<file path="src/rtl/fifo_sync_if.sv">
// fifo_sync_if: producer/consumer handshake bundle for fifo_sync.
//   wr_en, data_in     : write request and data (producer side)
//   rd_en, data_out    : read request and registered read data (consumer side)
//   full, empty        : occupancy status
//   overflow, underflow: one-cycle error pulses for rejected requests
// master = the side that drives requests; slave = the FIFO itself.
interface fifo_sync_if #(
  parameter int unsigned DATA_WIDTH = 8
);
  logic                  wr_en;
  logic                  rd_en;
  logic [DATA_WIDTH-1:0] data_in;
  logic [DATA_WIDTH-1:0] data_out;
  logic                  full;
  logic                  empty;
  logic                  overflow;
  logic                  underflow;

  modport master (
    output wr_en, rd_en, data_in,
    input  data_out, full, empty, overflow, underflow
  );

  modport slave (
    input  wr_en, rd_en, data_in,
    output data_out, full, empty, overflow, underflow
  );
endinterface

</file>
<file path="src/rtl/fifo_sync.sv">
// fifo_sync: single-clock synchronous FIFO, 2**ADDR_WIDTH words of DATA_WIDTH bits.
//   clk : rising-edge clock for all state
//   rst : synchronous active-low reset; clears pointers, count, data_out and
//         error pulses (memory contents are left as-is)
//   bus : fifo_sync_if slave modport (wr_en/data_in in, rd_en/data_out,
//         full/empty, overflow/underflow out)
// Read data is registered and valid right after the edge that accepts the read.
// A write while full is accepted if a read happens on the same edge.
module fifo_sync #(
  parameter int unsigned DATA_WIDTH = 8,
  parameter int unsigned ADDR_WIDTH = 5
) (
  input  logic         clk,
  input  logic         rst,
  fifo_sync_if.slave   bus
);

  localparam int unsigned DEPTH = 2 ** ADDR_WIDTH;
  localparam logic [ADDR_WIDTH:0] C_DEPTH = {1'b1, {ADDR_WIDTH{1'b0}}};
  localparam logic [ADDR_WIDTH:0] C_ONE   = {{ADDR_WIDTH{1'b0}}, 1'b1};

  logic [DATA_WIDTH-1:0] r_mem [DEPTH];
  logic [ADDR_WIDTH:0]   r_wr_ptr;
  logic [ADDR_WIDTH:0]   r_rd_ptr;
  logic [ADDR_WIDTH:0]   r_count;
  logic [DATA_WIDTH-1:0] r_data_out;
  logic                  r_overflow;
  logic                  r_underflow;

  logic                  w_full;
  logic                  w_empty;
  logic                  w_wr_ok;
  logic                  w_rd_ok;
  logic [ADDR_WIDTH-1:0] w_wr_addr;
  logic [ADDR_WIDTH-1:0] w_rd_addr;

  // Status decoded purely from the count register.
  assign w_full    = (r_count == C_DEPTH);
  assign w_empty   = (r_count == '0);
  assign w_rd_ok   = bus.rd_en & ~w_empty;
  // A read on the same edge frees the head slot, so a full FIFO can still take a write.
  assign w_wr_ok   = bus.wr_en & (~w_full | bus.rd_en);
  assign w_wr_addr = r_wr_ptr[ADDR_WIDTH-1:0];
  assign w_rd_addr = r_rd_ptr[ADDR_WIDTH-1:0];

  // Storage array: not reset; writes suppressed while reset is asserted.
  always_ff @(posedge clk) begin
    if (rst && w_wr_ok) begin
      r_mem[w_wr_addr] <= bus.data_in;
    end
  end

  always_ff @(posedge clk) begin
    if (!rst) begin
      r_wr_ptr    <= '0;
      r_rd_ptr    <= '0;
      r_count     <= '0;
      r_data_out  <= '0;
      r_overflow  <= 1'b0;
      r_underflow <= 1'b0;
    end else begin
      if (w_wr_ok) begin
        r_wr_ptr <= r_wr_ptr + C_ONE;
      end
      if (w_rd_ok) begin
        r_rd_ptr   <= r_rd_ptr + C_ONE;
        r_data_out <= r_mem[w_rd_addr];
      end
      case ({w_wr_ok, w_rd_ok})
        2'b10:   r_count <= r_count + C_ONE;
        2'b01:   r_count <= r_count - C_ONE;
        default: r_count <= r_count;
      endcase
      r_overflow  <= bus.wr_en & w_full & ~bus.rd_en;
      r_underflow <= bus.rd_en & w_empty;
    end
  end

  assign bus.data_out  = r_data_out;
  assign bus.full      = w_full;
  assign bus.empty     = w_empty;
  assign bus.overflow  = r_overflow;
  assign bus.underflow = r_underflow;

endmodule

</file>
<file path="src/flat_wrapper.sv">
// flat-port wrapper written by rule: the top's interface ports become plain ports
module fifo_sync_flat 
#(
  parameter int unsigned DATA_WIDTH = 8,
  parameter int unsigned ADDR_WIDTH = 5
)
  (clk, rst, bus_wr_en, bus_rd_en, bus_data_in, bus_data_out, bus_full, bus_empty, bus_overflow, bus_underflow);
  fifo_sync_if #(.DATA_WIDTH(DATA_WIDTH)) bus_i ();
  input  logic clk;
  input  logic rst;
  input wire logic [$bits(bus_i.wr_en)-1:0] bus_wr_en;
  input wire logic [$bits(bus_i.rd_en)-1:0] bus_rd_en;
  input wire logic [$bits(bus_i.data_in)-1:0] bus_data_in;
  output wire logic [$bits(bus_i.data_out)-1:0] bus_data_out;
  output wire logic [$bits(bus_i.full)-1:0] bus_full;
  output wire logic [$bits(bus_i.empty)-1:0] bus_empty;
  output wire logic [$bits(bus_i.overflow)-1:0] bus_overflow;
  output wire logic [$bits(bus_i.underflow)-1:0] bus_underflow;
  assign bus_i.wr_en = bus_wr_en;
  assign bus_i.rd_en = bus_rd_en;
  assign bus_i.data_in = bus_data_in;
  assign bus_data_out = bus_i.data_out;
  assign bus_full = bus_i.full;
  assign bus_empty = bus_i.empty;
  assign bus_overflow = bus_i.overflow;
  assign bus_underflow = bus_i.underflow;
  fifo_sync #(.DATA_WIDTH(DATA_WIDTH), .ADDR_WIDTH(ADDR_WIDTH)) u_core (.clk(clk), .rst(rst), .bus(bus_i));
endmodule
</file>
<file path="config.mk">
export PLATFORM = sky130hd
export DESIGN_NAME = fifo_sync_flat
export DESIGN_NICKNAME = d
export VERILOG_FILES = /design/src/rtl/fifo_sync_if.sv /design/src/rtl/fifo_sync.sv /design/src/flat_wrapper.sv
export SDC_FILE = /design/constraint.sdc
export NUM_CORES = 1
export LEC_CHECK = 0
export CAP_MARGIN = 20
export CORE_MARGIN = 2
export CORE_UTILIZATION = 45
export DETAILED_ROUTE_END_ITERATION = 7
export GPL_TIMING_DRIVEN = 0
export SYNTH_ARGS = -nofsm -noshare
export SYNTH_HDL_FRONTEND = slang
export SYNTH_SLANG_ARGS = --single-unit
</file>
<file path="constraint.sdc">
create_clock -name clk -period 2.71 [get_ports clk]
set_input_delay 0.542 -clock clk [delete_from_list [all_inputs] [get_ports clk]]
set_output_delay 0.542 -clock clk [all_outputs]
set_load 0.005 [all_outputs]
</file>
==> run_summary.xml <==
<?xml version="1.0" encoding="UTF-8"?>
<metrics>
  <group name="floorplan">
    <metric name="die_area" unit="µm²">26230</metric>
    <metric name="initial_utilization" unit="%">46.04</metric>
    <metric name="num_rows" unit="">57</metric>
    <metric name="die-width" unit="µm">162.0</metric>
    <metric name="chipHeight" unit="µm">162.0</metric>
    <metric name="pin_count" unit="">24</metric>
    <metric name="fp.coreArea" unit="µm²">24390</metric>
  </group>
  <group name="sta">
    <metric name="finalSetupViolations" unit="">8</metric>
    <metric name="slew_headroom" unit="%">42.52</metric>
    <metric name="fin_crit_share" unit="%">100.8</metric>
    <metric name="worst_clock_skew" unit="ps">13.13</metric>
    <metric name="timing_max_transition_violations_final" unit="">0</metric>
    <metric name="fmax" unit="MHz">366.2</metric>
    <metric name="hold_viol_final" unit="">0</metric>
    <metric name="timing.final.ws_setup" unit="ps">-20.81</metric>
    <metric name="fin_crit" unit="ps">2731</metric>
    <metric name="setup_repair_after_global_routing_missed_its_margin" unit="">yes</metric>
    <metric name="max_slew.worst_pin.slew" unit="ps">859.5</metric>
  </group>
  <group name="yosys">
    <metric name="seq_area_frac_synth" unit="%">73.09</metric>
    <metric name="edff_count_synth" unit="">256</metric>
    <metric name="synthMuxAreaShare" unit="%">13.88</metric>
    <metric name="yosys_warnings" unit="">0</metric>
    <metric name="async_reset_ff_share" unit="%">0</metric>
    <metric name="combinational_family_with_the_most_area_after_synthesis" unit="">multiplexers</metric>
    <metric name="synthFlopType" unit="">sky130_fd_sc_hd__edfxtp_1</metric>
    <metric name="post_synth_fa_ha_maj_area_fraction" unit="%">0.7799</metric>
    <metric name="mapped_area" unit="µm²">11230</metric>
    <metric name="yosysUniqueCellTypes" unit="">50</metric>
    <metric name="synth_xor_area_share" unit="%">0.7019</metric>
    <metric name="netlist.area_leader.share" unit="%">68.46</metric>
    <metric name="syn-num-nets" unit="">642</metric>
    <metric name="synth_compound_gate_area_share" unit="%">4.646</metric>
    <metric name="syn_avg_cell_area" unit="µm²">18.02</metric>
    <metric name="synthesis.instances" unit="">623</metric>
    <metric name="flip_flop_and_latch_count_after_synthesis" unit="">282</metric>
    <metric name="biggest_area_consumer_among_synthesized_cells" unit="">sky130_fd_sc_hd__edfxtp_1</metric>
    <metric name="yosys-top-cells-area" unit="">sky130_fd_sc_hd__edfxtp_1 (68%), sky130_fd_sc_hd__mux4_2 (9.8%), sky130_fd_sc_hd__dfxtp_1 (4.6%), sky130_fd_sc_hd__mux2i_1 (3.7%), sky130_fd_sc_hd__nor2_1 (1.6%)</metric>
    <metric name="yosys.area_share.simple" unit="%">5.382</metric>
  </group>
  <group name="global_routing">
    <metric name="grt_overflow_total" unit="">0</metric>
    <metric name="grt_max_degree" unit="">33</metric>
    <metric name="grt_first_pass_wirelength" unit="µm">39060</metric>
    <metric name="track_usage" unit="%">20.46</metric>
    <metric name="first_global_vias" unit="">6108</metric>
    <metric name="antenna_found_initial" unit="">0</metric>
  </group>
  <group name="final_layout">
    <metric name="most-common-layout-cells" unit="">sky130_fd_sc_hd__edfxtp_1 (256), sky130_fd_sc_hd__mux4_2 (49), sky130_fd_sc_hd__mux2i_1 (41), sky130_fd_sc_hd__nor2_1 (30), sky130_fd_sc_hd__clkbuf_16 (29)</metric>
    <metric name="layout_commonest_cell" unit="">sky130_fd_sc_hd__edfxtp_1</metric>
    <metric name="relative_area_change_from_synthesis_to_final_layout" unit="%">17.29</metric>
    <metric name="finalNonFillerCells" unit="">1032</metric>
    <metric name="antenna_cells_inserted" unit="">0</metric>
    <metric name="final_layout_size_suffix_gt1_share" unit="%">22.74</metric>
    <metric name="fillers" unit="">1942</metric>
    <metric name="multi_input_combinational_cell_area" unit="µm²">2994</metric>
    <metric name="net_count_reported_at_finish" unit="">705</metric>
    <metric name="ff_latch_area" unit="µm²">8217</metric>
  </group>
  <group name="critical_path">
    <metric name="worstSetupEndpointType" unit="">flop</metric>
    <metric name="worstPathArrival" unit="ps">2900</metric>
    <metric name="cp.required" unit="ps">2880</metric>
    <metric name="crit_path_max_fanout" unit="">8</metric>
    <metric name="rr_worst_depth" unit="">5</metric>
    <metric name="cp-startpoint" unit="">bus_rd_en</metric>
    <metric name="worstReg2RegStart" unit="">u_core.r_count[1]</metric>
    <metric name="critical_path.startpoint_type" unit="">input port</metric>
    <metric name="crit_type" unit="">input port to flop</metric>
  </group>
  <group name="flow_run">
    <metric name="drv_cap" unit="">0</metric>
  </group>
  <group name="routing">
    <metric name="drcViolationCount" unit="">0</metric>
    <metric name="route.detailed.wl_per_inst" unit="µm">25.59</metric>
    <metric name="drt_pass_1_iters" unit="">5</metric>
    <metric name="wirelength" unit="µm">26410</metric>
    <metric name="count_of_vias_placed_by_the_detailed_router" unit="">5991</metric>
    <metric name="final_antenna_net_count" unit="">0</metric>
    <metric name="drt_first_iter_violations" unit="">473</metric>
    <metric name="routed_via_density" unit="">5.805</metric>
  </group>
  <group name="placement">
    <metric name="routabilityCongestion" unit="">0.8513</metric>
    <metric name="hpwlAfterDp" unit="µm">17370</metric>
    <metric name="dpl_worst_slack" unit="ps">-507.3</metric>
    <metric name="numPlacedInstances" unit="">976</metric>
    <metric name="portBuffers" unit="">23</metric>
  </group>
  <group name="pwr">
    <metric name="ir_worst_vdd" unit="mV">0.4982</metric>
    <metric name="cellPowerDensity" unit="nW/µm²">818.9</metric>
    <metric name="static-leakage-power" unit="nW">4.088</metric>
    <metric name="report.power.total" unit="mW">10.79</metric>
  </group>
  <group name="status">
    <metric name="outcome" unit="">finished, violations left</metric>
    <metric name="violations" unit="">setup timing</metric>
  </group>
  <group name="worst_hold_path">
    <metric name="min-delay-start" unit="">u_core.bus.data_out[6]</metric>
    <metric name="min_path_type" unit="">flop to flop</metric>
    <metric name="min_path_cells" unit="">2</metric>
  </group>
  <group name="clocking">
    <metric name="cts_tree" unit="">built</metric>
    <metric name="ctsRootBufferMaster" unit="">sky130_fd_sc_hd__clkbuf_16</metric>
    <metric name="cts.sinks" unit="">282</metric>
    <metric name="clkSlewWorstSetupHoldPaths" unit="ps">60</metric>
    <metric name="clock_tree.buffer_depth" unit="">3</metric>
    <metric name="cts.htree.levels" unit="">1</metric>
    <metric name="worst_skew_pair.late_latency" unit="ps">540</metric>
    <metric name="numCtsBuffers" unit="">29</metric>
    <metric name="post_cts_hold_buffer_count" unit="">0</metric>
  </group>
</metrics>
[Yosys cell counts, types with 6 or more instances]
cell                       count
sky130_fd_sc_hd__edfxtp_1    256
sky130_fd_sc_hd__mux4_2       49
sky130_fd_sc_hd__nor2_1       48
sky130_fd_sc_hd__mux2i_1      41
sky130_fd_sc_hd__dfxtp_1      26
sky130_fd_sc_hd__nand2_1      26
sky130_fd_sc_hd__clkbuf_1     16
sky130_fd_sc_hd__buf_2        13
sky130_fd_sc_hd__o21ai_0      11
sky130_fd_sc_hd__a211oi_1      9
sky130_fd_sc_hd__and2_1        9
sky130_fd_sc_hd__o221ai_1      8
sky130_fd_sc_hd__xnor2_1       8
sky130_fd_sc_hd__ha_1          7
sky130_fd_sc_hd__nor2b_1       6
[kinds of logic (layout without fill, tap and decap cells)]
family                   Yosys count  in the layout
multiplexers                      94             94
AND/OR/NAND/NOR                  124            124
flip-flops                       282            282
AO/OA/AOI/OAI                     68             68
adder cells (fa/ha/maj)            7              7
XOR/XNOR                           9              9
buffers and inverters             39            124
[report_power, final]
group / internal, mW / leakage, nW / switching [mW] / total, mW
clock network: 2.13 / 0.431 / 1.58 / 3.71
registers: 4.87 / 2.52 / 0.131 / 5.00
logic: 0.987 / 1.14 / 1.09 / 2.07
total: 7.99 / 4.09 / 2.80 / 10.8
[routing by layer]
metal,routed length (µm),share of wire (%),vias to the layer above,track usage [%]
met5,0,0,-,0
met2,13080,50,208,34.60
met4,555,2.1,0,5.149
li1,-,-,2618,-
met1,11180,42,3122,28.46
met3,1587,6.0,43,2.630
[area by class of cell]
type	instances	area share (%)
Clock inverter	19	1.026
Clock buffer	34	5.652
Timing Repair Buffer	35	3.629
Multi-Input combinational cell	302	22.73
Inverter	4	0.1140
Sequential cell	282	62.38
Buffer	32	1.387
Tap cell	324	3.078
[state kept, by name (all words and copies together), names as in the netlist]
signal and count:
u_core.r_mem 256, u_core.bus.data_out 8, u_core.r_count 6, u_core.r_rd_ptr 5, u_core.r_wr_ptr 5, u_core.bus.overflow 1
u_core.bus.underflow 1
[what timing repair did]
item                                    4_1_cts  5_1_grt
buffers inserted                              1        3
gates resized for setup                      32       27
pin swaps                                     1        5
endpoints found under the setup margin      270      226
hold endpoints to repair                      0        0
[path summary, 6_finish.rpt]
path	slack (ps)	to
max reg2reg	0	u_core.r_mem[9][5]
min reg2reg	500	u_core.bus.data_out[6]
min	500	u_core.bus.data_out[6]
max	-20	u_core.r_mem[9][5]
[per-stage QoR]
stage          setup TNS, ps  instance area [µm²]  utilization (%)  hold WS [ps]
2_1_floorplan              0                11270                -         444.0
3_3_place_gp          -89350                11900            48.79         478.5
3_5_place_dp         -108470                12070            49.47         487.2
4_1_cts               -28.83                13040            53.47         488.2
5_1_grt                -1083                13170            54.00         511.6
6_report              -147.4                13170            54.00         499.7
[worst max-delay path: stages]
cell	delay (ps)
sky130_fd_sc_hd__clkdlybuf4s50_1	690
sky130_fd_sc_hd__nor4_4	90
sky130_fd_sc_hd__nor2_1	280
sky130_fd_sc_hd__nand2_1	470
sky130_fd_sc_hd__nor2_1	810
(Power assumes the default switching activity.)
==> patch 1 (same settings) <==
`DATA_WIDTH` is set to 8 in 3 places; all go to 12.
--- a/src/rtl/fifo_sync_if.sv
+++ b/src/rtl/fifo_sync_if.sv
@@ -5,7 +5,7 @@
 //   overflow, underflow: one-cycle error pulses for rejected requests
 // master = the side that drives requests; slave = the FIFO itself.
 interface fifo_sync_if #(
-  parameter int unsigned DATA_WIDTH = 8
+  parameter int unsigned DATA_WIDTH = 12
 );
   logic                  wr_en;
   logic                  rd_en;
--- a/src/rtl/fifo_sync.sv
+++ b/src/rtl/fifo_sync.sv
@@ -7,7 +7,7 @@
 // Read data is registered and valid right after the edge that accepts the read.
 // A write while full is accepted if a read happens on the same edge.
 module fifo_sync #(
-  parameter int unsigned DATA_WIDTH = 8,
+  parameter int unsigned DATA_WIDTH = 12,
   parameter int unsigned ADDR_WIDTH = 5
 ) (
   input  logic         clk,
--- a/src/flat_wrapper.sv
+++ b/src/flat_wrapper.sv
@@ -1,7 +1,7 @@
 // flat-port wrapper written by rule: the top's interface ports become plain ports
 module fifo_sync_flat 
 #(
-  parameter int unsigned DATA_WIDTH = 8,
+  parameter int unsigned DATA_WIDTH = 12,
   parameter int unsigned ADDR_WIDTH = 5
 )
   (clk, rst, bus_wr_en, bus_rd_en, bus_data_in, bus_data_out, bus_full, bus_empty, bus_overflow, bus_underflow);
Ports: changed (resized bus_data_in and bus_data_out); port bits go from 24 to 32. No check against the original RTL was run, so the function may have changed too.
==> patch 1 against the unedited design <==
The run ends with design-rule violations left; sequential cell count is 132 higher; power is 48% higher; area after synthesis is 45% higher; combinational power is 55% higher; worst setup slack better by 74 ps; cell area is 47% higher; wire length is 46% higher; die area is 44% higher; core utilization is 0.16 points higher; critical path type is now flip-flop to flip-flop; largest power group unchanged.
==> patch 1: results (changes against the unedited design) <==
status:
  run_status: "finished, violations left"
  violations: "design-rule violations"
finish:
  largest_register_ffs: 384  # +50%
  fillCellCount: 2813  # +45%
  final_nets: 1024  # +45%
drt:
  wl_met2_um: 18600  # +42%
  drc: 2  # +2
  wire_per_inst_um: 25.7  # +0.54%
  vias_per_cell: 5.74  # -1.1%
  met3_length_um: 2350  # +48%
placed_design:
  placed_area_mm2: 0.0177  # +47%
  finalWeightedCongestion: 0.809  # -5.0%
power:
  p_switching_mw: 4.13  # +48%
  p_leak_nw: 5.97  # +46%
critical_path:
  cp-startpoint: "u_core.r_count[1]"
  r2r-end: "u_core.r_mem[9][0]"
  critPathArrivalTime_ps: 2930  # +30 ps
  rr_worst_depth: 7  # +2
  rrSetupSlack_ps: 50  # +50 ps
hold_path:
  hold-path-endpoint: "u_core.bus.data_out[11]"
synthesis:
  yosys.area_share.xor_xnor_pct: 0.484  # -0.22 points
  synth_cell_types: 49  # -2.0%
  synth.area.mux_share_pct: 13.7  # -0.16 points
timing:
  max_freq_mhz: 376  # +2.8%
global_route:
  antenna_found_initial: 1  # +1
  grt.total_usage_pct: 20.7  # +0.26 points
## patch 1: worst max-delay path: stages, from the launching register on
cell and delay [ps]:
dfxtp_1 300, buf_6 130, or4_4 630, nor3_4 170
nor2_1 110, nand2_1 530, nor2_1 250, buf_4 260
## patch 1: what timing repair did
action | in CTS | in global routing
gates resized for setup | 36 | 39
buffers inserted | 0 | 2
setup endpoints to repair | 166 | 179
pin swaps | 0 | 4
## patch 1: power groups by stage
stage | registers [mW] | logic [mW] | clock network, mW
after floorplan | 7.35 | 2.09 | 0
after global placement | 7.40 | 3.07 | 0
after detailed placement | 7.39 | 3.15 | 0
after CTS | 7.27 | 3.20 | 5.62
after global routing | 7.28 | 3.47 | 5.88
final | 7.27 | 3.20 | 5.52
## patch 1: cell families after synthesis
logic type               Yosys count
multiplexers                     148
XOR/XNOR                           9
buffers and inverters             59
flip-flops                       414
AO/OA/AOI/OAI                    113
AND/OR/NAND/NOR                  133
adder cells (fa/ha/maj)            7
## patch 1: layout make-up
| type | count | area [µm²] | share of cell area, % |
|---|---|---|---|
| repair buffers | 75 | 917 | 4.75 |
| flip-flops and latches | 414 | 12100 | 62.8 |
| clock inverters | 14 | 105 | 0.544 |
| plain buffers | 52 | 299 | 1.55 |
| inverters | 4 | 15.0 | 0.0778 |
| well taps | 461 | 577 | 2.99 |
| multi-input cells | 410 | 4050 | 21.0 |
| clock buffers | 66 | 1210 | 6.29 |
## patch 1: per-stage QoR
step | TNS, ps | cells | setup WS [ps] | hold slack (ps)
final | 0 | 1496 | 52.9 | 472
after detailed placement | -105040 | 1412 | -634 | 464
after CTS | -2680 | 1490 | -121 | 481
after floorplan | 0 | 883 | 110 | 455
after global placement | -238280 | 1375 | -735 | 460
after global routing | -5820 | 1496 | -114 | 491
==> patch 2 (config.mk and constraints unchanged) <==
Made on the original files. Reset style: asynchronous (`rst`), changed in one clocked block. Comments in the files are not updated.
--- a/src/rtl/fifo_sync.sv
+++ b/src/rtl/fifo_sync.sv
@@ -50,7 +50,7 @@
     end
   end
 
-  always_ff @(posedge clk) begin
+  always_ff @(posedge clk or negedge rst) begin
     if (!rst) begin
       r_wr_ptr    <= '0;
       r_rd_ptr    <= '0;
Check against the original RTL: differs if rst is asserted again (counterexample within 4 cycles, from zero or initial values and one cycle with rst low); with rst held inactive, the same outputs for 10 cycles.
==> patch 2 against the unedited design <==
The flow still finishes with violations (negative setup slack); power up 20%; sequential cell count stayed put; sequential share of layout area increased by 1.0 points; maximum frequency about the same; cell area shrank 0.18%; worst setup slack worse by 2.0 ps; wire length decreased by 4.9%; area after synthesis is 0.19% higher; sequential power rose by 5.6%; critical path type is now flip-flop to flip-flop.
==> patch 2: results (changes against the unedited design) <==
status:
  run_status: "finished, violations left"
  violations: "negative setup slack"
finish:
  final_nets: 716  # +1.6%
  regMostFlops: "u_core.r_mem"
  diodes: 0  # unchanged
  drive_above_1_share_pct: 21.0  # -1.7 points
cts:
  ctsHtreeMaxLevel: 1  # unchanged
  clockBufferDepth: 3  # unchanged
  root_buffer: "clkbuf_16"
  cts_buffers: 28  # -3.4%
timing:
  tightest_slew_ps: 800  # -59.4 ps
  clock_skew_ps: 15.0  # +1.86 ps
  fin_ws_ps: -22.8  # -1.95 ps
  setup_viol: 1  # -7
global_route:
  grt.total_usage_pct: 19.3  # -1.2 points
  first_global_vias: 6055  # -0.87%
  grt_pass1_wl_um: 37300  # -4.4%
drt:
  vias_per_cell: 5.76  # -0.81%
  routed_wl_um: 25100  # -4.9%
  drt_iter0_markers: 448  # -5.3%
  drt_pass1_iterations: 6  # +1
  num_vias: 5971  # -0.33%
placed_design:
  io_buffer_count: 23  # unchanged
  hpwl_um: 17100  # -1.7%
  placed_area_mm2: 0.0121  # -0.10%
  dp.cells: 981  # +0.51%
  finalWeightedCongestion: 0.895  # +5.1%
synthesis:
  syn_avg_cell_area_um2: 17.9  # -0.45%
  synth_cell_types: 46  # -8.0%
  syn_nets: 650  # +1.2%
  async_flop_share_pct: 9.22  # +9.2 points
  synthTopCellsByArea: "edfxtp_1 68%, mux4_2 7.2%, dfrtp_1 5.8%, mux2i_1 4.4%, nor2_1 1.7%"
  ys_seq_area_share_pct: 74.1  # +1.0 points
  synth_common_cells: "256 x edfxtp_1, 51 x nor2_1, 49 x mux2i_1"
power:
  irDropWorstVdd_v: 0.000591  # +19%
  p_leak_nw: 4.36  # +6.8%
critical_path:
  slowest_delay_ps: 440  # -370 ps
  cp_slowest_cell: "or4_1"
  crit_fanout: 8  # unchanged
  critPathArrivalTime_ps: 3190  # +290 ps
hold_path:
  hold_class: "input port to asynchronous set/reset pin"
## patch 2: changes by cell type in the layout (fill, tap and decap cells not counted), moves of 9 or more
cell,before,now
a22oi_1,4,14
dfrtp_1,0,25
dfxtp_1,23,0
mux4_2,49,36
nand2_1,26,17
nor2_1,30,19
nor2_2,18,30
o22ai_1,4,15
## patch 2: cell families (layout without fill, tap and decap cells)
kind of cell	after synthesis	in the layout	share of synthesized area (%)
flip-flops	282	282	74.1
AND/OR/NAND/NOR	108	108	4.73
multiplexers	85	85	11.6
AO/OA/AOI/OAI	84	84	5.18
buffers and inverters	44	130	2.11
XOR/XNOR	13	13	1.01
adder cells (fa/ha/maj)	11	11	1.29
## patch 2: critical path: cells and delay by family (launching register included)
family                   cells  cell delay [ps]
AO/OA/AOI/OAI                2              210
XOR/XNOR                     1              150
AND/OR/NAND/NOR              5             1310
flip-flops                   1              420
buffers and inverters        1               80
adder cells (fa/ha/maj)      2              470
## patch 2: power breakdown
part | internal (mW) | total, mW | switching, mW
registers | 5.07 | 5.28 | 0.214
clock network | 2.13 | 3.69 | 1.56
logic | 1.67 | 4.00 | 2.33
total | 8.87 | 13.0 | 4.10
## patch 2: worst paths after layout
check,to,slack [ps],cells past startpoint,startpoint
setup / recovery,u_core.r_count[5],-20,11,u_core.r_count[0]
hold / removal,u_core.bus.overflow,370,1,rst
setup reg to reg,u_core.r_count[5],-20,11,u_core.r_count[0]
hold reg to reg,u_core.bus.data_out[3],570,1,u_core.bus.data_out[3]
max in group asynchronous,u_core.bus.data_out[4],1850,2,rst
min in group clk,u_core.bus.data_out[3],570,1,u_core.bus.data_out[3]
## patch 2: what timing repair did
| item | CTS | global route |
|---|---|---|
| endpoints found under the setup margin | 260 | 258 |
| pin swaps | 2 | 0 |
| gates resized for setup | 42 | 3 |
| buffers inserted | 4 | 1 |
| hold endpoints to repair | 0 | 0 |
## patch 2: metal layers
metal / global-route usage (%) / vias up / part of all wire (%)
met5: 0 / - / 0
met4: 5.31 / 0 / 2.0
met3: 2.40 / 38 / 6.2
met2: 31.5 / 220 / 49
met1: 27.8 / 3070 / 43
li1: - / 2643 / -
## patch 2: final cells by class
type | count | area (µm²)
Clock buffer | 34 | 744
Clock inverter | 16 | 130
Buffer | 30 | 178
Inverter | 13 | 51.3
Multi-Input combinational cell | 301 | 2830
Timing Repair Buffer | 37 | 473
Tap cell | 324 | 405
Sequential cell | 282 | 8340
Fill cell | 1887 | 11300
## patch 2: metrics by stage
step	setup WS, ps	TNS [ps]	hold slack [ps]	utilization (%)	total power, mW
global placement	-1040	-242690	523	48.6	9.09
finish	-22.8	-22.8	366	53.7	13.0
global route	-126	-18860	398	53.7	13.5
floorplan	26.0	0	246	-	7.88
detailed placement	-755	-177010	536	49.3	9.20
CTS	6.45	0	365	53.4	13.0
